## src/rtl/id_ex_alu_control.sv

```systemverilog
// id_ex_alu_control: decodes RV32I opcode/funct fields in the Decode stage
// into the ALU control bundle and registers it into the ID/EX stage with
// synchronous reset, flush (bubble insertion) and stall (hold) handling.
module id_ex_alu_control (
    input  logic       clk,
    input  logic       reset,
    input  logic       ValidD,
    input  logic [6:0] opD,
    input  logic [2:0] funct3D,
    input  logic [6:0] funct7D,
    input  logic       StallE,
    input  logic       FlushE,
    output logic [2:0] ImmSrcD,
    output logic       ValidE,
    output logic [2:0] ALUControlE,
    output logic       ALUSrcE,
    output logic       RegWriteE,
    output logic       MemWriteE,
    output logic [1:0] ResultSrcE,
    output logic       BranchE,
    output logic       BranchNeE,
    output logic       JumpE,
    output logic       IllegalE
);

    localparam logic [6:0] OP_R    = 7'b0110011;
    localparam logic [6:0] OP_IALU = 7'b0010011;
    localparam logic [6:0] OP_LW   = 7'b0000011;
    localparam logic [6:0] OP_SW   = 7'b0100011;
    localparam logic [6:0] OP_BR   = 7'b1100011;
    localparam logic [6:0] OP_JAL  = 7'b1101111;

    typedef enum logic [2:0] {
        ALU_ADD = 3'b000,
        ALU_SUB = 3'b001,
        ALU_AND = 3'b010,
        ALU_OR  = 3'b011,
        ALU_SLT = 3'b101
    } alu_op_e;

    typedef struct packed {
        logic       valid;
        alu_op_e    alu;
        logic       alu_src;
        logic       reg_write;
        logic       mem_write;
        logic [1:0] result_src;
        logic       branch;
        logic       branch_ne;
        logic       jump;
        logic       illegal;
    } ctrl_t;

    // A bubble is the all-zero bundle: no enables, ADD, ALU result, invalid.
    localparam ctrl_t BUBBLE = '0;

    ctrl_t ctrl_d;
    ctrl_t ctrl_q;
    ctrl_t dec;
    logic  legal;

    // Immediate format selection: a pure function of the opcode.
    always_comb begin
        // NOTE: every combinational output gets a default first so no path leaves it unassigned (no latch).
        ImmSrcD = 3'b000;
        case (opD)
            OP_SW:   ImmSrcD = 3'b001;
            OP_BR:   ImmSrcD = 3'b010;
            OP_JAL:  ImmSrcD = 3'b011;
            default: ImmSrcD = 3'b000;
        endcase
    end

    // Decode the D fields into the next ID/EX bundle (bubble when ValidD=0).
    always_comb begin
        dec   = BUBBLE;
        legal = 1'b0;
        case (opD)
            OP_R: begin
                dec.reg_write = 1'b1;
                if (funct7D == 7'b0000000) begin
                    legal = 1'b1;
                    case (funct3D)
                        3'b000:  dec.alu = ALU_ADD;
                        3'b010:  dec.alu = ALU_SLT;
                        3'b110:  dec.alu = ALU_OR;
                        3'b111:  dec.alu = ALU_AND;
                        default: legal = 1'b0;
                    endcase
                end else if (funct7D == 7'b0100000 && funct3D == 3'b000) begin
                    legal   = 1'b1;
                    dec.alu = ALU_SUB;
                end
            end
            OP_IALU: begin
                dec.reg_write = 1'b1;
                dec.alu_src   = 1'b1;
                legal         = 1'b1;
                case (funct3D)
                    3'b000:  dec.alu = ALU_ADD;
                    3'b010:  dec.alu = ALU_SLT;
                    3'b110:  dec.alu = ALU_OR;
                    3'b111:  dec.alu = ALU_AND;
                    default: legal = 1'b0;
                endcase
            end
            OP_LW: begin
                legal          = (funct3D == 3'b010);
                dec.alu_src    = 1'b1;
                dec.reg_write  = 1'b1;
                dec.result_src = 2'b01;
            end
            OP_SW: begin
                legal         = (funct3D == 3'b010);
                dec.alu_src   = 1'b1;
                dec.mem_write = 1'b1;
            end
            OP_BR: begin
                legal         = (funct3D[2:1] == 2'b00);
                dec.alu       = ALU_SUB;
                dec.branch    = 1'b1;
                dec.branch_ne = funct3D[0];
            end
            OP_JAL: begin
                legal          = 1'b1;
                dec.jump       = 1'b1;
                dec.reg_write  = 1'b1;
                dec.result_src = 2'b10;
            end
            default: legal = 1'b0;
        endcase

        if (!ValidD) begin
            ctrl_d = BUBBLE;
        end else if (legal) begin
            ctrl_d       = dec;
            ctrl_d.valid = 1'b1;
        end else begin
            // Unsupported encodings travel down the pipe with all enables off.
            ctrl_d         = BUBBLE;
            ctrl_d.valid   = 1'b1;
            ctrl_d.illegal = 1'b1;
        end
    end

    // ID/EX register: reset > flush > stall > load.
    always_ff @(posedge clk) begin
        // NOTE: sequential state uses non-blocking assignments so all flops update together at the edge.
        if (reset) begin
            ctrl_q <= BUBBLE;
        end else if (FlushE) begin
            ctrl_q <= BUBBLE;
        end else if (!StallE) begin
            ctrl_q <= ctrl_d;
        end
    end

    assign ValidE      = ctrl_q.valid;
    assign ALUControlE = ctrl_q.alu;
    assign ALUSrcE     = ctrl_q.alu_src;
    assign RegWriteE   = ctrl_q.reg_write;
    assign MemWriteE   = ctrl_q.mem_write;
    assign ResultSrcE  = ctrl_q.result_src;
    assign BranchE     = ctrl_q.branch;
    assign BranchNeE   = ctrl_q.branch_ne;
    assign JumpE       = ctrl_q.jump;
    assign IllegalE    = ctrl_q.illegal;

endmodule

```

## config.mk

```make
export PLATFORM = sky130hd
export DESIGN_NAME = id_ex_alu_control
export DESIGN_NICKNAME = d
export VERILOG_FILES = /design/src/rtl/id_ex_alu_control.sv
export SDC_FILE = /design/constraint.sdc
export NUM_CORES = 1
export LEC_CHECK = 0
export ABC_AREA = 1
export ABC_CLOCK_PERIOD_IN_PS = 2650
export CAP_MARGIN = 10
export CORE_MARGIN = 8
export CORE_UTILIZATION = 35
export CTS_BUF_LIST = sky130_fd_sc_hd__clkbuf_2 sky130_fd_sc_hd__clkbuf_4 sky130_fd_sc_hd__clkbuf_8
export DETAILED_ROUTE_END_ITERATION = 12
export PLACE_DENSITY = 0.7
export SYNTH_ARGS = -nofsm -noshare
export SYNTH_HDL_FRONTEND = slang
export SYNTH_SLANG_ARGS = --single-unit
```

## constraint.sdc

```tcl
create_clock -name clk -period 2.65 [get_ports clk]
set_input_delay 0.3975 -clock clk [delete_from_list [all_inputs] [get_ports clk]]
set_output_delay 0.3975 -clock clk [all_outputs]
set_load 0.02 [all_outputs]
```

Word-level counts from Yosys, hierarchy flattened:

Index checks and enable logic that the tools add are counted.
W data, S select, Z words.

* bits of input ports: 22
* ROM bits: 0
* bits in latches: 0
* bits in registers: 13
* logic and storage cells: 46
* output and inout port bits: 16
* memories kept: 0
* RAM bits: 0

* equal/unequal tests: 10
* divide/modulo/power cells: 0
* multiply operators: 0
* multiplexer cells: 17
* magnitude comparators: 0
* bitwise operators: 0
* $add $sub $neg: 0
* shift operators: 0
* reductions and logical operators: 9

Operator list (number)
* $eq A7 B6 Y1 const B: 3
* $pmux W3 S3: 2
* $eq A7 B7 Y1 const B: 2
* $mux W13: 1
* $mux W12: 1
* $mux W1: 8
* $reduce_or A4 Y1: 2
* $eq A7 B2 Y1 const B: 1
* $eq A7 B5 Y1 const B: 1
* $logic_not A7 Y1: 1
* $eq A3 B3 Y1 const B: 2
* $pmux W2 S3: 1
* $pmux W1 S5: 1
* $pmux W2 S2: 1
* $reduce_or A2 Y1: 2
* $eq A3 B2 Y1 const B: 1
* $logic_not A3 Y1: 1
* $mux W3: 1
* $reduce_or A3 Y1: 1
* $logic_not A2 Y1: 1
* $mux W2: 1
* $logic_and A1 B1 Y1: 1

Longest topological paths before layout:

Gate-level depths: netlist of run 1.

* depth after elaboration: 7
* depth in mapped cells: 9
* gate-level depth less buffers: 9

Worst setup path after synthesis of run 1:

No wires, ideal clock.

* path type: input -> output
* start: input port opD[2]
* end: output port ImmSrcD[0]
* required time: 2253 ps
* stages: 7
* path buffers: 0
* data arrival time: 1013 ps
* path slack: 1240 ps
* cells stage by stage: inv_1 -> nand2_2 -> nor2_4 -> nand3_1 -> inv_2 -> nand2_1 -> nand2_1

* word-level cells in the longest chain between the ends: 2
* elaborated cells on any way between the ends: 4
* those cells by class: 3 x eq/ne; 1 x mux

RTL lines
* from (decl): RTL line 8 `input logic [6:0] opD,`
* $eq A7 B7 Y1 / $eq A7 B6 Y1 (equally long branches): RTL line 66 `case (opD)`
* $pmux W2 S3 *: RTL line 66
* to (decl): RTL line 13 `output logic [2:0] ImmSrcD,`

Every way passes the cells marked *; elsewhere a longest branch is shown, timed or not.

Worst setup path after layout of run 1:

* start: input port opD[1]
* end: output port ImmSrcD[0]

The elaborated chain is that of the path after synthesis.

==> results of run 1 <==
[cells by family after synthesis]
kind of cell,count (synthesis),synth area share [%]
simple gates,76,44.6
other cells,1,0.465
flops,12,29.8
buf+inv,27,13.5
compound gates,17,11.6
[layer usage]
metal / track usage (%) / share of wire [%]
met3: 3.48 / 5.8
met2: 18.7 / 49
met1: 12.9 / 45
met4: 5.85 / 0
met5: 0 / 0
[area by class of cell]
type                            count  area share [%]
Timing Repair Buffer               36            30.0
Sequential cell                    12            20.0
Multi-Input combinational cell     94            38.0
Clock buffer                        3            1.88
Inverter                           23            7.19
Tap cell                           28            2.92
[registers in the layout, summed over array words and instances (netlist names)]
register / count
BranchNeE: 1
ResultSrcE: 2
RegWriteE: 1
ValidE: 1
ALUControlE: 3
BranchE: 1
MemWriteE: 1
IllegalE: 1
ALUSrcE: 1
[metrics by stage]
| stage | hold WS (ps) | instances |
|---|---|---|
| after detailed placement | 451 | 193 |
| after CTS | 461 | 196 |
| final | 461 | 196 |
| after floorplan | 529 | 133 |
| after global placement | 453 | 193 |
| after global routing | 474 | 196 |
[critical path, cell delays in order]
cell and delay [ps]:
clkdlybuf4s50_1 470, nand2_2 90, nor2_4 190, nand3_1 110
inv_2 70, nand2_1 70, nand2_1 70, clkdlybuf4s50_1 600
[power by group through the flow]
| stage | registers (W) | logic (W) | clock network, W |
|---|---|---|---|
| after floorplan | 0.000187 | 0.0000337 | 0 |
| after global placement | 0.000186 | 0.0000772 | 0 |
| after detailed placement | 0.000186 | 0.0000785 | 0 |
| after CTS | 0.000182 | 0.0000788 | 0.000113 |
| after global routing | 0.000182 | 0.0000871 | 0.000120 |
| final | 0.000182 | 0.0000786 | 0.000108 |
[layout by cell type, fill, tap and decap left out, types with 3 or more instances in the layout]
| cell type | count |
|---|---|
| clkdlybuf4s50_1 | 36 |
| inv_2 | 6 |
| nand3_1 | 13 |
| dfxtp_1 | 12 |
| nand3_2 | 3 |
| inv_1 | 17 |
| clkbuf_4 | 3 |
| a21oi_1 | 13 |
| nand2_1 | 38 |
| nand4_1 | 3 |
| nor2_1 | 11 |
[how the worst min path moves through the flow]
stage | from | endpoint | slack [ps] | cells past startpoint
6_report | RegWriteE$_SDFFE_PP0N_ | RegWriteE$_SDFFE_PP0N_ | 460 | 2
5_1_grt | RegWriteE$_SDFFE_PP0N_ | RegWriteE$_SDFFE_PP0N_ | 470 | 2
4_1_cts | RegWriteE$_SDFFE_PP0N_ | RegWriteE$_SDFFE_PP0N_ | 460 | 2
3_5_place_dp | RegWriteE$_SDFFE_PP0N_ | RegWriteE$_SDFFE_PP0N_ | 450 | 2
3_3_place_gp | RegWriteE$_SDFFE_PP0N_ | RegWriteE$_SDFFE_PP0N_ | 450 | 2
2_1_floorplan | RegWriteE$_SDFFE_PP0N_ | RegWriteE$_SDFFE_PP0N_ | 530 | 2
==> results.md, run 1 <==
* Outcome: complete, no violations
* Critical path class: input port to output port
* Peak VDD IR at 0.000164 V
* # IOs at 38
* Yosys Warn Count at 0
* Final ANT Viol Nets at 0
* Final Core Density at 54.8%
* Tmin final at 2470 ps
* Startpoint type of the worst setup path: input port
* Overflow after GRT at 0
* Area contributors post-synth: dfxtp_1 30%, nand2_1 18%, a21oi_1 8.1%
* Setup TNS at 0 ps
* Layout cells sized above 1 at 12.5%
* Library cells used by synthesis at 21
* Post-synth top cells: 38 x nand2_1, 17 x inv_1, 13 x a21oi_1, 13 x nand3_1, 12 x dfxtp_1
* Final non-filler cell area at 1200 sq um
* Die Span X at between 60 and 70 microns
* Internal power at 0.000273 W
* CTS tree: built
* Vias/cell at 4.62
* Clock Latency Late Sink at 260 ps
* Final Hold Viols at 0
* P per Cell Area at between 300 and 400 nW/um^2
* FMAX at around 400 MHz
* Clock transition at path regs at roughly 70 ps
* Die Ht at 64.0 microns
* Max Cap Violations at 0
* Overall power at 0.000368 W
* Seq. cell area at 240 sq um
* Number of global-route vias before repair at ~900
* DR pass1 iterations at 7
* Worst-path fanout max at 7
* Bufs on Longest Clock Path at 2
* Dominant synthesized flop cell: dfxtp_1
* Switch Pwr at between 0.00009 and 0.0001 W
* Critical Path Start: opD[1]
* Fin Clk Skew at 0 ps
* Unrepaired setup endpoints after global routing: no
* Avg WL per Cell at roughly 11 microns
* Setup Viol. Count Final at 0
* Post-synth EDFFs at 0
* Iter 0 DRT Violations at 36
* Synthesized area per cell at 6.06 sq um
* CTS sink count at 12
* Synth top area share at 29.8%
* FF-to-FF End: ALUControlE[1]$_SDFFE_PP0N_
* Post-CTS Setup Inserts at 0
* Most frequent cell after synthesis: nand2_1
* Seq pwr share at slightly below 50%
* Final Cycle Share at a little over 90%
* Port Buffer Count at 36
* Final GP Congestion at 0.882
* Synthesized Nets at around 160
* WL final at about 2200 microns
* Post-place setup slack at approximately 180 ps
* CTS H-Tree Depth at 1
* Max Slew Vio Count at 0
* Worst R2R Setup Slack at 2030 ps
* Sw frac at approximately a quarter
* Cells after synthesis at 133
* Multi-input logic area at around 460 sq um
* Ys async rst share at 0%
* Half-perimeter wire length after placement at 1880 microns
* Crit Reg-Reg Startpoint: ALUControlE[1]$_SDFFE_PP0N_
* DIE AREA at 4090 sq um
* Largest net degree at the start of global routing at 14
* Placed Area at ~1200 sq um
* CTS Root Cell: clkbuf_4
* Initial Util at 36.8%
* Fill count at 222
* Layout area overhead at 49.1%
* Std-Cell Core Area at 2190 sq um
* DRC Markers at 0
* Total CTS buffers at 3
* Hold Path Class: flop to flop
* PnR worst setup slack at 180 ps
* CP Capture Type: output port
* Initial antenna violation count at 0
* Sequential fraction of the synthesis area at 29.8%
* Vias post-DR at 905
* Post-Synthesis Cell Area at a little over 800 sq um
* Nets at 192
* Largest area contributor in the netlist: dfxtp_1
* CP endpoint: ImmSrcD[0]
* Post-CTS Resized at 0
* Ant. Diodes at 0
* Worst EP arrival at ~2100 ps
* Global Route Usage Sum at 11.3%
* Clk pwr share at 29.3%
* Worst EP required at 2250 ps
* CTS hold repair buffers at 0
* Number of placement rows at 17
* Flop and latch count out of synthesis at 12
* Gate power share at 21.3%
* R2R cell count at 2
* LEAKAGE at 0.517 nW
* Global-route wire length before repair at 3840 microns
(Power assumes the default switching activity.)
==> run 2, diff against run 1 <==
Settings changed: CORE_UTILIZATION 35 to 45, PLACE_DENSITY 0.7 to 0.87.
==> results.md, run 2 (synthesis gave the netlist of run 1 again) <==
* Outcome: complete, no violations
* Number of placement rows at 15
* Initial Util at between 40% and 50%
* Avg WL per Cell at 11.6 microns
* Clock Latency Late Sink at 270 ps
* Max Cap Violations at 0
* Placed cells at 191
* Critical-path top delay cell: clkdlybuf4s50_1
* Worst EP required at approximately 2300 ps
* Final Cycle Share at 93.2%
* Unrepaired setup endpoints after global routing: no
* Fin Clk Skew at 0 ps
* CTS tree: built
* CTS hold repair buffers at 0
* LEAKAGE at 0.529 nW
* Post-CTS Resized at 0
* Tmin final at 2470 ps
* Vias post-DR at 936
* WL final at about 2300 microns
* Commonest non-fill, non-tap cells in the layout: 38 x nand2_1, 36 x clkdlybuf4s50_1, 17 x inv_1
* Overflow after GRT at 0
* Fill count at 153
* Number of global-route vias before repair at 927
* Multi-input logic area at 457 sq um
* Setup Viol. Count Final at 0
* Max reg flops at 3
* Largest net degree at the start of global routing at 14
* Setup TNS at 0 ps
* Ant. Diodes at 0
* Clock transition at path regs at 70 ps
* Worst-path fanout max at 7
* Seq. cell area at between 200 and 250 sq um
* Global-route wire length before repair at around 4000 microns
* Max Slew Vio Count at 0
* Max stage delay on crit path at about 600 ps
* Std-Cell Core Area at around 1700 sq um
* Cells along the critical path: clkdlybuf4s50_1, nand2_2, nor2_4, nand3_1, inv_2, nand2_1, nand2_1, clkdlybuf4s50_1
* Total CTS buffers at 3
* Post-CTS Setup Inserts at 0
* CP Capture Type: output port
* Layout area overhead at 51.2%
* DIE AREA at 3400 sq um
* Critical path class: input port to output port
* DRC Markers at 0
* Startpoint type of the worst setup path: input port
* Layout cells sized above 1 at 13.5%
* Final Hold Viols at 0
* Iter 0 DRT Violations at roughly 40
* P per Cell Area at 331 nW/um^2
* Post-Layout Cell Count at between 150 and 200
* Initial antenna violation count at 0
* Global Route Usage Sum at 14.4%
* CTS H-Tree Depth at 1
* CTS sink count at 12
* # IOs at 38
* FMAX at 405 MHz
* Vias/cell at between 4 and 5
* Final ANT Viol Nets at 0
* DR pass1 iterations at 4
* Worst EP arrival at 2070 ps
* Die Span X at a little under 60 microns
* Bufs on Longest Clock Path at 2
* Die Ht at approximately 58 microns
* Hold Path Class: flop to flop
* Half-perimeter wire length after placement at 1950 microns
* Peak VDD IR at about 0.00018 V
* CTS Root Cell: clkbuf_4
* Commonest non-fill, non-tap cell in the layout: nand2_1
* Nets at 193
* Final GP Congestion at about 0.96
* Port Buffer Count at 36
-- run 2: final timing paths --
path,startpoint,endpoint,slack [ps],cells past startpoint
worst max-delay path,opD[1],ImmSrcD[0],180,8
worst min-delay path,RegWriteE$_SDFFE_PP0N_,RegWriteE$_SDFFE_PP0N_,460,2
worst max register to register,IllegalE$_SDFFE_PP0N_,IllegalE$_SDFFE_PP0N_,2010,2
worst min register to register,RegWriteE$_SDFFE_PP0N_,RegWriteE$_SDFFE_PP0N_,460,2
-- run 2: power by group --
group	switching [W]	internal, W
registers	0.000000584	0.000181
logic	0.0000399	0.0000400
clock network	0.0000578	0.0000836
total	0.0000983	0.000305
-- run 2: final cells by class --
| type | instances | area share (%) |
|---|---|---|
| clock buffers | 4 | 2.98 |
| inverters | 23 | 7.08 |
| multi-input cells | 94 | 37.5 |
| flip-flops and latches | 12 | 19.7 |
| well taps | 25 | 2.57 |
| repair buffers | 37 | 30.2 |
-- run 2: stage by stage --
step / worst slack, ps / cell area [sq um] / total power [W] / util [%] / hold WS [ps]
global placement: 248 / 1180 / 0.000264 / 69.2 / 452
CTS: 167 / 1220 / 0.000407 / 71.4 / 466
detailed placement: 170 / 1180 / 0.000266 / 69.2 / 455
floorplan: 1240 / 806 / 0.000221 / - / 529
finish: 179 / 1220 / 0.000403 / 71.4 / 462
global route: 35.7 / 1220 / 0.000421 / 71.4 / 485
-- run 2: metal layers --
| layer | vias up | global-route usage, % | share of wire (%) |
|---|---|---|---|
| met5 | - | 0 | 0 |
| met4 | 0 | 11.5 | 3.6 |
| met3 | 6 | 2.61 | 7.4 |
| met2 | 41 | 24.7 | 50 |
| met1 | 400 | 15.2 | 39 |
| li1 | 489 | - | - |
-- run 2: critical path, delay by kind of cell --
family,cells,cell delay [ps]
simple gates,5,520
buf+inv,3,1160
==> RTL edit: new RTL, settings of run 2 <==
Reset style: asynchronous (`reset`), changed in one clocked block. Comments in the files are not updated.
--- a/src/rtl/id_ex_alu_control.sv
+++ b/src/rtl/id_ex_alu_control.sv
@@ -144,7 +144,7 @@
     end
 
     // ID/EX register: reset > flush > stall > load.
-    always_ff @(posedge clk) begin
+    always_ff @(posedge clk or posedge reset) begin
         // NOTE: sequential state uses non-blocking assignments so all flops update together at the edge.
         if (reset) begin
             ctrl_q <= BUBBLE;
Function: differs if reset is asserted again (counterexample within 4 cycles, from zero or initial values and one cycle with reset high); with reset held inactive, the same outputs for 10 cycles.
==> RTL edit against run 2 <==
  * Critical endpoint unchanged
  * Cell area grew 0.92%
  * Clock power rose by 4%
  * Routed wire length decreased by 2.9%
  * Sequential cell count stayed put
  * Area after synthesis rose by 0.93%
  * Sequential share of layout area up 4.7 points
  * Total power grew 1.5%
  * Die area up 0.67%
  * Worst setup slack got worse by 0.018 ns
==> RTL edit: results (changes against run 2) <==
[outcome]
status = finished, final reports clean  ; unchanged

[synthesis]
synth_cell_type_count = 23  ; was 21
synthCells = 120  ; was 133
synth_common_cells = 40 x nand2_1, 14 x nor2_1, 12 x dfrtp_1, 12 x nand3_1, 10 x inv_1  ; was 38 x nand2_1, 17 x inv_1, 13 x a21oi_1, 13 x nand3_1, 12 x dfxtp_1
syn_area_um2 = 813.3  ; was 805.8 um2
syn_nets = 142  ; was 155
synthTopCellsByArea = dfrtp_1 37%, nand2_1 18%, nand3_1 7.4%  ; was dfxtp_1 30%, nand2_1 18%, a21oi_1 8.1%
synthArstFlopShare_pct = 100.0  ; was 0%
synthFlopType = dfrtp_1  ; was dfxtp_1
ys_warn_count = 0  ; unchanged
ys_seq_area_share_pct = 36.92  ; was 29.81%

[min_path]
hp-class = in2async  ; was reg2reg

[pwr]
cellLeakagePower_nw = 0.6196  ; was 0.5293 nW
ir_drop_v = 0.0002210  ; was 0.0001778 V

[global_route]
grt_max_degree = 13  ; was 14
use_met2_pct = 24.57  ; was 24.72%
grt_usage_pct = 13.97  ; was 14.45%
met3_usage_pct = 4.130  ; was 2.609%
grt_pass1_wl_um = 3767  ; was 3884 um
grt_antenna_before_repair = 0  ; unchanged
use_met1_pct = 14.59  ; was 15.16%
grt_pass1_vias = 893  ; was 927

[final_layout]
fill_cells = 134  ; was 153
antenna_cells = 0  ; unchanged
multiInputGateArea_um2 = 441.7  ; was 456.7 um2
layout-drive-gt1-share_pct = 12.66  ; was 13.53%

[routing]
drcViolationCount = 0  ; unchanged
wl_met1_um = 937  ; was 879 um
drt_pass1_iterations = 7  ; was 4
viasPerCell = 4.907  ; was 4.800
routed.top_layer = met4  ; unchanged
met2WireLength_um = 1068  ; was 1138 um
wl_per_cell_um = 12.03  ; was 11.63 um
drtIter0Drc = 25  ; was 41
dr_wl_met3_um = 139  ; was 167 um
routed_wl_um = 2201  ; was 2267 um

[setup_path]
r2r_slack_ns = 2.01  ; about the same
cp_data_arrival_time_ns = 2.09  ; was 2.07 ns
cp_max_fo = 4  ; was 7
r2r-end = BranchE  ; was IllegalE
startpoint = opD[0]  ; was opD[1]
r2r-start = BranchE  ; was IllegalE

[clocking]
clock_path_buffers = 2  ; unchanged
clock_latency_ns = 0.28
post_cts.repair.setup_buffers = 0  ; unchanged

[place]
dp_slack_ns = 0.1542  ; was 0.1704 ns
place_inst = 179  ; was 191
port_buffers = 36  ; unchanged
routabilityCongestion = 0.8749  ; was 0.9574
dp_hpwl_um = 1870  ; was 1952 um
postPlaceCellArea_um2 = 1194  ; was 1182 um2

[sta]
setup_ws_ns = 0.1617  ; was 0.1794 ns
fin_worst_skew_ns = 0  ; unchanged
slew_headroom_pct = 53.90
worst_hold_slack_ns = 0.4197  ; was 0.4622 ns

==> RTL edit: worst max-delay path: stages <==
cell and delay [ns]:
clkdlybuf4s50_1 0.45, nand2_1 0.08, inv_1 0.06, nand2_1 0.11
nor2_1 0.18, nand3_1 0.14, nand2_1 0.08, clkdlybuf4s50_1 0.60
==> RTL edit: where the power goes <==
group | total [W] | internal [W] | switching, W | leakage (nW)
sequential | 0.000186 | 0.000185 | 0.000000896 | 0.166
clock | 0.000147 | 0.0000837 | 0.0000633 | 0.0210
combinational | 0.0000765 | 0.0000389 | 0.0000376 | 0.432
==> RTL edit: kinds of logic after synthesis <==
| kind of cell | share of synthesized area, % |
|---|---|
| and+or+nand+nor | 45.23 |
| buffers and inverters | 8.768 |
| DFF | 36.92 |
| AOI/OAI and AO/OA | 8.614 |
| other | 0.4611 |
==> RTL edit: cell type report <==
type                    count  area share [%]
well taps                  25           2.543
clock buffers               4           2.950
multi-input cells          91           35.91
flip-flops and latches     12           24.42
inverters                  14           4.273
repair buffers             37           29.91
